### src/rtl/fetch_unit.sv
// fetch_unit: PC-driven ROM fetch with credit-limited instruction FIFO and jump flush.
module fetch_unit #(
  parameter int DEPTH = 2,
  parameter int WIDTH = 16
) (
  input  logic             clk,
  input  logic             reset,
  input  logic [WIDTH-1:0] pc_value,
  output logic             pc_inc,
  output logic             pc_load,
  output logic [WIDTH-1:0] pc_in,
  output logic [WIDTH-1:0] rom_addr,
  output logic             rom_en,
  input  logic [WIDTH-1:0] rom_data,
  input  logic             jump_req,
  input  logic [WIDTH-1:0] jump_addr,
  output logic [WIDTH-1:0] instr,
  output logic [WIDTH-1:0] instr_pc,
  output logic             instr_valid,
  input  logic             instr_ready
);
  localparam int CW = $clog2(DEPTH + 1);
  localparam int PW = $clog2(DEPTH);

  logic [CW-1:0]    count_q, count_d;
  logic [PW-1:0]    rd_q, rd_d, wr_q, wr_d;
  logic             inflight_q, inflight_d;
  logic [WIDTH-1:0] iaddr_q, iaddr_d;
  logic [WIDTH-1:0] data_q [DEPTH];
  logic [WIDTH-1:0] tag_q [DEPTH];
  logic             pop, push, issue;
  logic [CW:0]      credit;

  function automatic logic [PW-1:0] nxt(input logic [PW-1:0] p);
    return (p == PW'(DEPTH - 1)) ? '0 : p + PW'(1);
  endfunction

  always_comb begin
    instr_valid = count_q != '0;
    pop         = instr_valid & instr_ready;
    push        = inflight_q & ~jump_req;
    // Occupancy including the word still on the ROM bus; a pop this cycle frees a slot.
    credit      = {1'b0, count_q} + (CW+1)'(inflight_q) - (CW+1)'(pop);
    issue       = ~reset & ~jump_req & (credit < (CW+1)'(DEPTH));
    rom_en      = issue;
    pc_inc      = issue;
    pc_load     = ~reset & jump_req;
    pc_in       = jump_addr;
    rom_addr    = pc_value;
    instr       = instr_valid ? data_q[rd_q] : '0;
    instr_pc    = instr_valid ? tag_q[rd_q] : '0;
    count_d     = jump_req ? '0 : count_q + CW'(push) - CW'(pop);
    rd_d        = jump_req ? '0 : (pop ? nxt(rd_q) : rd_q);
    wr_d        = jump_req ? '0 : (push ? nxt(wr_q) : wr_q);
    inflight_d  = issue;
    iaddr_d     = issue ? pc_value : iaddr_q;
  end

  always_ff @(posedge clk) begin
    if (reset) begin
      count_q    <= '0;
      rd_q       <= '0;
      wr_q       <= '0;
      inflight_q <= 1'b0;
      iaddr_q    <= '0;
    end else begin
      count_q    <= count_d;
      rd_q       <= rd_d;
      wr_q       <= wr_d;
      inflight_q <= inflight_d;
      iaddr_q    <= iaddr_d;
    end
  end

  always_ff @(posedge clk) begin
    if (push & ~reset) begin
      data_q[wr_q] <= rom_data;
      tag_q[wr_q]  <= iaddr_q;
    end
  end
endmodule
### config.mk
export PLATFORM = sky130hd
export DESIGN_NAME = fetch_unit
export DESIGN_NICKNAME = d
export VERILOG_FILES = /design/src/rtl/fetch_unit.sv
export SDC_FILE = /design/constraint.sdc
export NUM_CORES = 1
export LEC_CHECK = 0
export ABC_CLOCK_PERIOD_IN_PS = 3100
export BUFFER_PORTS_ARGS = -buffer_cell sky130_fd_sc_hd__buf_2
export CORE_AREA = 2 2 122 65
export CTS_BUF_LIST = sky130_fd_sc_hd__clkbuf_8
export DETAILED_ROUTE_END_ITERATION = 10
export DIE_AREA = 0 0 124 67
export PLACE_DENSITY = 0.8
export SLEW_MARGIN = 5
export SYNTH_ARGS = -nofsm -noshare
export SYNTH_HDL_FRONTEND = slang
export SYNTH_SLANG_ARGS = --single-unit
### constraint.sdc
create_clock -name clk -period 3.1 [get_ports clk]
set_clock_uncertainty 0.2 [all_clocks]
set_input_delay 0.31 -clock clk [delete_from_list [all_inputs] [get_ports clk]]
set_output_delay 0.31 -clock clk [all_outputs]
set_load 0.005 [all_outputs]
==> results of run 1 <==
[what timing repair did]
action / 4_1_cts / 5_1_grt
hold buffers: 29 / 0
resized for setup: 0 / 1
endpoints found under the setup margin: 0 / 2
endpoints found under the hold margin: 45 / 0
[worst paths after layout]
kind / cells after the start / to / slack [ps] / startpoint
max reg2reg: 7 / iaddr_q[2] / 640 / count_q[1]
min reg2reg: 0 / tag_q[0][2] / 250 / iaddr_q[2]
min: 3 / iaddr_q[4] / 30 / pc_value[4]
max: 6 / pc_inc / 270 / count_q[1]
[cell type report]
type	instances	area (µm²)
clock buffer	9	123.9
clock inverter	6	23.77
fill	564	2750
inverter	1	3.754
multi-input combinational	142	965.9
sequential	86	2364
tap	96	120.1
timing repair buffer	125	805.8
[synth_stat cells, drive strengths merged]
library cell,instances,area share (%)
fa,1,0.55
buf,39,8.0
nand3,16,2.2
dfxtp,22,12
or3,1,0.17
inv,1,0.10
o21ai,17,3.3
nand2,3,0.31
mux2i,33,9.1
ha,1,0.34
edfxtp,64,53
nor3,3,0.41
nor3b,1,0.34
nor2b,2,0.34
a21oi,1,0.14
nor2,36,3.7
and2,1,0.17
and3,3,0.51
xnor2,3,0.93
nand2b,17,2.9
clkbuf,9,0.93
xor2,2,0.48
and4bb,1,0.34
[power by group]
part / internal [mW] / switching, mW / total (mW)
clock network: 0.271 / 0.352 / 0.624
logic: 0.0885 / 0.0838 / 0.172
registers: 1.27 / 0.0191 / 1.29
[per-layer routing]
metal	share of wire (%)	global-route usage (%)
met1	49	24.02
met2	43	28.43
met3	7.2	7.620
met4	0.87	6.320
met5	0	0
[worst register-to-register path: cells and delay by family, from the launching register on]
kind | cells | cell delay (ps)
AOI/OAI and AO/OA | 2 | 370
xor gates and xnor gates | 1 | 150
DFF | 1 | 400
buffers and inverters | 1 | 290
and+or+nand+nor | 2 | 490
adders and majority gates | 1 | 440
[per-stage QoR]
stage / setup slack [ps] / cell area (µm²) / utilization (%) / cells / hold WS, ps
5_1_grt: 56.79 / 4407 / 61.57 / 465 / 12.98
2_1_floorplan: 351.1 / 3645 / - / 277 / 208.9
6_report: 267.3 / 4407 / 61.57 / 465 / 33.73
3_5_place_dp: 500.6 / 3969 / 55.45 / 421 / 241.4
4_1_cts: 97.00 / 4407 / 61.57 / 465 / 7.882
3_3_place_gp: 542.9 / 3969 / 55.45 / 421 / 238.1
[registers in the layout (all words and copies together) (netlist names), named ones only]
name / cells
data_q: 32
iaddr_q: 16
count_q: 2
inflight_q: 1
rd_q: 1
wr_q: 1
tag_q: 32
[cells in the final DEF (no fill, tap or decap), drive strengths merged]
master / Yosys / layout
mux2i: 33 / 33
clkbuf: 9 / 9
edfxtp: 64 / 64
xnor2: 3 / 3
or3: 1 / 1
fa: 1 / 1
a21oi: 1 / 1
nand2b: 17 / 17
nor3: 3 / 3
xor2: 2 / 2
o21ai: 17 / 17
buf: 39 / 96
and3: 3 / 3
and4bb: 1 / 1
and2: 1 / 1
nor3b: 1 / 1
dlygate4sd3: 0 / 29
inv: 1 / 3
nor2b: 2 / 2
nor2: 36 / 36
nand2: 3 / 3
clkinv: 0 / 4
ha: 1 / 1
nand3: 16 / 16
dfxtp: 22 / 22
[logic make-up (layout without fill, tap and decap cells)]
kind of cell	count (synthesis)	after routing
buf+inv	49	141
mux	33	33
fa+ha+maj	2	2
simple gates	84	84
flops	86	86
xor+xnor	5	5
compound gates	18	18
==> results.md, run 1 <==
- Post-CTS setup buffer count: 0
- Outcome: finished clean
- Worst VDD drop: 0.3160 mV
- Setup-failing EPs final: 0
- Largest family of logic cells by synthesized area: simple AND/OR/NAND/NOR gates
- Routed length per placed instance: 15.29 µm
- Rows: 22
- Layout cells sized above 1: 33.06%
- Post-synthesis register bit count: 86
- Post-synthesis simple-gate area fraction: 11.43%
- Worst slew pin tran: 394.2 ps
- Pin count of the biggest net entering global routing: 34
- Final nets: 419
- Critical Path Max Stage Delay: 440 ps
- Final worst path period need: ~2800 ps
- Syn Area/Cell: 13.16 µm²
- Area Overhead vs Synth: 20.91%
- Max-slew violations: 0
- Die area: 8308 µm²
- Period utilization: 91.38%
- Worst path arrival time: 2320 ps
- CTS H-Tree Depth: 3
- Post-synthesis mux area share: under 10%
- LEAKAGE: 1.708 nW
- Synth Area in Adders: 0.8926%
- Chip Width: 124 µm
- CP Capture Type: primary output
- Final Hold Fails: 0
- Syn nets: 331
- Post-Route WL: 7.110 mm
- Ports: 120
- Mapped Area: ~3600 µm²
- Clock sink count: 86
- Synth cell types: 27
- Complex-gate fraction of the synthesized area: 3.399%
- Post-Syn Instances: 277
- GRT Total Usage: 18.57%
- CTS tree: yes
- Critical path class: flip-flop to primary output
- DRT Pass-1 Iters: 6
- CP Cell Sequence: o21ai_1, nor2_1, fa_1, xnor2_2, and3_1, buf_2
- Max cap viols: 0
- Floorplan core area: 7157 µm²
- Vias/cell: 4.946
- Gr ovfl total: 0
- Hold WC Path Type: input pin to flip-flop
- Seq/Total Area, Yosys: 64.81%
- Vias in the first global route: 2161
- YS warnings: 0
- First-pass GRT wire length: 10.71 mm
- Post-route ant nets: 0
- Total CTS buffers: 9
- Port bufs: 87
- Post-route DRC: 0
- First DRT Iteration DRCs: 127
- DR vias: 2300
- Worst-skew pair later-pin latency: between 300 and 400 ps
- Crit-path leading delay family: simple AND/OR/NAND/NOR gates
- WP data required: 2590 ps
- Pwr/cell area: 472.9 nW/µm²
- Initial antenna violation count: 0
- Final GP Congestion: about 0.73
- Power Total: about 2.1 mW
- Final TNS setup: 0 ps
- F_max: about 350 MHz
- Relative slew margins: 73.72%
- Crit path max fanout: 10
- N_diodes: 0
- Die height: between 60 and 70 µm
- Clock slew at the register clock pins of the worst setup and hold paths: ~80 ps
- Buf/Inv on CP: 1
- Initial Util: about half
- CTS root buf: clkbuf_8
- Critical Path Start Type: flip-flop
- RSZ-0062 raised after global routing: no
- Worst-case clock buffer depth: 2
- Post-Synth XOR/XNOR Area: 1.407%
- HPWL Detailed: about 4.5 mm
- CP max-delay cell: fa_1
No activity file was read; power rests on OpenSTA's default activity.
==> inputs of run 2 (changes only) <==
--- a/config.mk
+++ b/config.mk
@@ -12,6 +12,7 @@
 export DETAILED_ROUTE_END_ITERATION = 10
 export DIE_AREA = 0 0 124 67
 export PLACE_DENSITY = 0.8
+export REMOVE_ABC_BUFFERS = 1
 export SLEW_MARGIN = 5
 export SYNTH_ARGS = -nofsm -noshare
 export SYNTH_HDL_FRONTEND = slang
==> run 2 against run 1 <==
  * Sequential power about the same
  * Sequential share of layout area down 0.44 points
  * Total power up 12%
  * Critical path depth unchanged
  * Via count down 1.4%
  * Non-clock buffer count down 3
  * Maximum frequency down 2.0%
  * Critical path type unchanged
  * Largest cell class unchanged
  * Largest power group unchanged
==> results.md, run 2 (same netlist as run 1, synthesis figures left out) <==
- Crit path max fanout: 6
- Worst path arrival time: 2380 ps
- Vias in the first global route: 2249
- Clock sink count: 86
- DR vias: around 2300
- Final Hold Fails: 0
- Layout cells sized above 1: between 30 and 40%
- Commonest non-fill, non-tap cell in the layout: buf_2
- Rows: 22
- Pin count of the biggest net entering global routing: 33
- Hold buffer count at cts: 26
- Critical path class: flip-flop to primary output
- RSZ-0062 raised after global routing: no
- CTS root buf: clkbuf_8
- DRT Pass-1 Iters: 4
- Hold WS: around 26 ps
- Gr ovfl total: 0
- Top flop regs: data_q x32, tag_q x32, iaddr_q x16
- N_diodes: 0
- Hold WC Path Type: input pin to flip-flop
- Number of fill cells in the layout: 564
- PostCTS Resize Cnt: 0
- Total CTS buffers: 9
- Post-route ant nets: 0
- Initial antenna violation count: 0
- Leading cell types in the layout, fill and taps excluded: buf_2 (87), edfxtp_1 (64), nor2_1 (34), mux2i_1 (33), dlygate4sd3_1 (26)
- CTS H-Tree Depth: 3
- GRT Total Usage: roughly a fifth
- First DRT Iteration DRCs: approximately 110
- Routed length per placed instance: around 16 µm
- CP Capture Type: primary output
- Ports: 120
- Power Total: 2.332 mW
- Final worst path period need: 2889 ps
- Post-Route WL: 7.223 mm
- Outcome: finished clean
- Area Overhead vs Synth: 21.90%
- Die height: 67 µm
- Post-CTS setup buffer count: 0
- Worst VDD drop: 0.3066 mV
- Die area: 8308 µm²
- Vias/cell: 4.909
- LEAKAGE: 1.727 nW
- Period utilization: between 90 and 100%
- WP data required: 2590 ps
- Post-route DRC: 0
- Port bufs: 87
- Final TNS setup: 0 ps
- Final nets: 416
- Sequential cell area: 2364 µm²
- Chip Width: between 100 and 150 µm
- Max cap viols: 0
- CTS tree: yes
- F_max: 346.1 MHz
- Area of the multi-input gates: around 970 µm²
- Pwr/cell area: 524.8 nW/µm²
- HPWL Detailed: 4.682 mm
- Setup-failing EPs final: 0
- First-pass GRT wire length: 11.21 mm
- Floorplan core area: 7157 µm²
- Worst-case clock buffer depth: 2
- Worst-skew pair later-pin latency: 340 ps
- Worst slew pin tran: ~660 ps
- Critical Path Start Type: flip-flop
- Initial Util: about half
- Final core occ: 62.08%
- Final GP Congestion: 0.8054
- Max-slew violations: 0
- Clock slew at the register clock pins of the worst setup and hold paths: 80 ps
- Relative slew margins: 56.20%
## run 2: area by class of cell
class                           instances  area share (%)
Sequential cell                        86           53.20
Multi-Input combinational cell        142           21.74
Timing Repair Buffer                  122           17.18
Clock buffer                            9           2.788
Tap cell                               96           2.703
Clock inverter                          6           2.309
Inverter                                1         0.08448
## run 2: where the power goes
| group | total (mW) | switching, mW | internal, mW |
|---|---|---|---|
| Combinational | 0.168 | 0.0815 | 0.0863 |
| Sequential | 1.29 | 0.0203 | 1.27 |
| Clock | 0.874 | 0.351 | 0.524 |
| Total | 2.33 | 0.453 | 1.88 |
## run 2: stage by stage
| stage | worst slack [ps] | cells | instance area [µm²] |
|---|---|---|---|
| floorplan | 183.4 | 229 | 3321 |
| global placement | 603.0 | 421 | 3956 |
| detailed placement | 372.9 | 421 | 3956 |
| CTS | 183.5 | 462 | 4443 |
| global route | 24.00 | 462 | 4443 |
| finish | 210.7 | 462 | 4443 |
## run 2: critical path, stage by stage, from the launching register on
cell and delay, ps:
dfxtp_1 400, o21ai_0 480, nor2_1 140, fa_1 460, xnor2_2 150, and3_1 270, buf_2 150
## run 2: final timing paths
kind / from / to / slack, ps / depth (start not counted)
min reg2reg: iaddr_q[10] / tag_q[0][10] / 260 / 0
max reg2reg: count_q[1] / iaddr_q[12] / 320 / 7
min: pc_value[2] / iaddr_q[2] / 30 / 3
max: count_q[1] / pc_inc / 210 / 6
## run 2: routing by layer
metal  GRT usage (%)  up-vias  wire length, µm
met5               0        -                0
met4           4.775        0               40
met1           22.96     1050             3197
met2           30.08      107             3351
met3           9.075        5              633
li1                -     1106                -
==> inputs of run 3 (changes only) <==
--- a/config.mk
+++ b/config.mk
@@ -11,7 +11,7 @@
 export CTS_BUF_LIST = sky130_fd_sc_hd__clkbuf_8
 export DETAILED_ROUTE_END_ITERATION = 10
 export DIE_AREA = 0 0 124 67
-export PLACE_DENSITY = 0.8
+export PLACE_DENSITY = 0.84
 export REMOVE_ABC_BUFFERS = 1
 export SLEW_MARGIN = 5
 export SYNTH_ARGS = -nofsm -noshare
==> constraint.sdc (replaced) <==
create_clock -name clk -period 3.1 [get_ports clk]
set_clock_uncertainty 0.2 [all_clocks]
set_input_delay 0.31 -clock clk [delete_from_list [all_inputs] [get_ports clk]]
set_output_delay 0.31 -clock clk [all_outputs]
set_load 0.05 [all_outputs]
==> run 3 against run 2 <==
  * Flip-flop and latch count did not move
  * First-iteration DRC count rose by 19%
  * Worst setup slack improved by 84 ps
  * Largest cell class unchanged
==> results.md, run 3 (same netlist as run 1, synthesis figures left out) <==
- Int Pwr: 1.803 mW
- Critical path class: flip-flop to primary output
- LEAKAGE: 1.706 nW
- Buf/Inv on CP: 1
- First-pass GRT wire length: 10.54 mm
- Post-route ant nets: 0
- CP Launch Point: count_q[1]
- Met1 Wirelength: 3.284 mm
- Initial antenna violation count: 0
- Area after DPL: 3941 µm²
- Port bufs: 87
- Placement Setup Slack: 508.0 ps
- Pin count of the biggest net entering global routing: 33
- Gr ovfl total: 0
- Clock slew at the register clock pins of the worst setup and hold paths: around 80 ps
- Leading cell types in the layout, fill and taps excluded: buf_2 (87), edfxtp_1 (64), nor2_1 (34), mux2i_1 (33), dlygate4sd3_1 (25)
- Area of the multi-input gates: around 970 µm²
- DP Cell Count: 419
- Max cap viols: 0
- Number of fill cells in the layout: about 580
- Final instance area: around 4400 µm²
- Period utilization: approximately nine tenths
- Total CTS buffers: 9
- Top layer reached by signal wires: met4
- Post-route DRC: 0
- Setup ws final: around 300 ps
- Worst slew pin tran: slightly below 600 ps
- CP Capture Type: primary output
- Layout cells sized above 1: roughly a third
- Worst-case clock buffer depth: 2
- Final Hold Fails: 0
- Post-Route WL: between 7 and 8 mm
- Gate power share: between 10% and 20%
- Routed length per placed instance: 15.39 µm
- GRT Total Usage: 18.07%
- Top flop regs: data_q x32, tag_q x32, iaddr_q x16
- Reg power frac: 54.6%
- DR vias: 2278
- Worst VDD drop: 0.3011 mV
- CTS root buf: clkbuf_8
- CTS H-Tree Depth: 3
- Power Total: 2.357 mW
- Die height: 67 µm
- F_max: 356.4 MHz
- Non-Filler Instances: 460
- Max-slew violations: 0
- Vias/cell: around 5.0
- Die area: 8308 µm²
- Sw frac: a little under a quarter
- Vias in the first global route: 2211
- Net Switching: approximately 0.55 mW
- CTS tree: yes
- Worst-skew pair later-pin latency: 350 ps
- Area Overhead vs Synth: 20.87%
- Ports: 120
- Hold WC Path Type: input pin to flip-flop
- Critical Path Start Type: flip-flop
- Rows: 22
- Met2 Routed Length: around 3 mm
- First DRT Iteration DRCs: 132
- Pwr/cell area: 535.0 nW/µm²
- CP Cell Sequence: o21ai_1, nor2_1, fa_1, xnor2_2, and3_1, buf_2
- Outcome: finished clean
- Clock sink count: 86
- RSZ-0062 raised after global routing: no
- Initial Util: 50.93%
- Sequential cell area: about 2400 µm²
- Final GP Congestion: 0.8364
- Critical Path Max Stage Delay: 450 ps
- Worst path arrival time: between 2000 and 2500 ps
- WP data required: 2590 ps
- Setup-failing EPs final: 0
- Worst R2R Setup Slack: 600 ps
- N_diodes: 0
- Post-CTS setup buffer count: 0
- Final worst path period need: around 2800 ps
- Crit-path leading delay family: adder cells
- Final nets: 413
- Final TNS setup: 0 ps
- Relative slew margins: between 60% and 70%
- Met3 wire length: 624 µm
- DRT Pass-1 Iters: 4
- Chip Width: ~120 µm
- Commonest non-fill, non-tap cell in the layout: buf_2
- Clk pwr share: 34.9%
- CP max-delay cell: fa_1
- Worst r2r src: count_q[1]
- Crit path max fanout: 6
- Worst hold path startpoint: pc_value[12]
- Floorplan core area: 7157 µm²
- HPWL Detailed: 4.398 mm
==> run 3: cell types whose count changed in the layout (fill, tap and decap cells not counted) <==
cell	previous run	this run
clkinv_4	0	2
dlygate4sd3_1	26	25
o21ai_0	8	7
buf_4	9	7
bufinv_16	3	2
o21ai_1	0	1
==> run 3: stage by stage <==
stage               hold slack, ps  utilization (%)
floorplan                    186.6                -
global placement             234.7            55.07
detailed placement           242.1            55.07
CTS                          2.561            61.56
global route                 14.21            61.56
finish                       26.17            61.56
==> run 3: power by group through the flow <==
stage	registers [mW]	clock network, mW	logic (mW)
final	1.29	0.824	0.246
after global routing	1.29	0.901	0.264
after CTS	1.29	0.845	0.247
after detailed placement	1.31	0	0.222
after global placement	1.31	0	0.217
after floorplan	1.31	0	0.104
==> run 3: cell type report <==
class | count | area share (%)
clock buffer | 9 | 2.812
tap | 96 | 2.726
sequential | 86 | 53.65
multi-input combinational | 142 | 21.93
clock inverter | 7 | 2.045
inverter | 1 | 0.08520
timing repair buffer | 119 | 16.76
==> run 3: worst reg2reg max path: stages (launching register included) <==
cell and delay, ps:
dfxtp_1 400, o21ai_1 310, nor2_1 110, fa_1 550, nor3b_2 400, buf_4 270
nand3_1 100, o21ai_0 90
==> run 3: what timing repair did <==
item	CTS	global route
endpoints found under the setup margin	0	2
endpoints found under the hold margin	41	0
hold buffers	25	0
resized for setup	0	1
==> run 3: final timing paths <==
check	to	cells past startpoint
worst max-delay path	pc_inc	6
worst min-delay path	iaddr_q[12]	3
worst max register to register	iaddr_q[15]	7
worst min register to register	tag_q[0][3]	0
==> run 3: routing by layer <==
layer  track usage, %  up-vias
met1            21.96     1057
met4            8.287        0
met2            27.82      105
li1                 -     1110
met3            8.048        6
met5                0        -
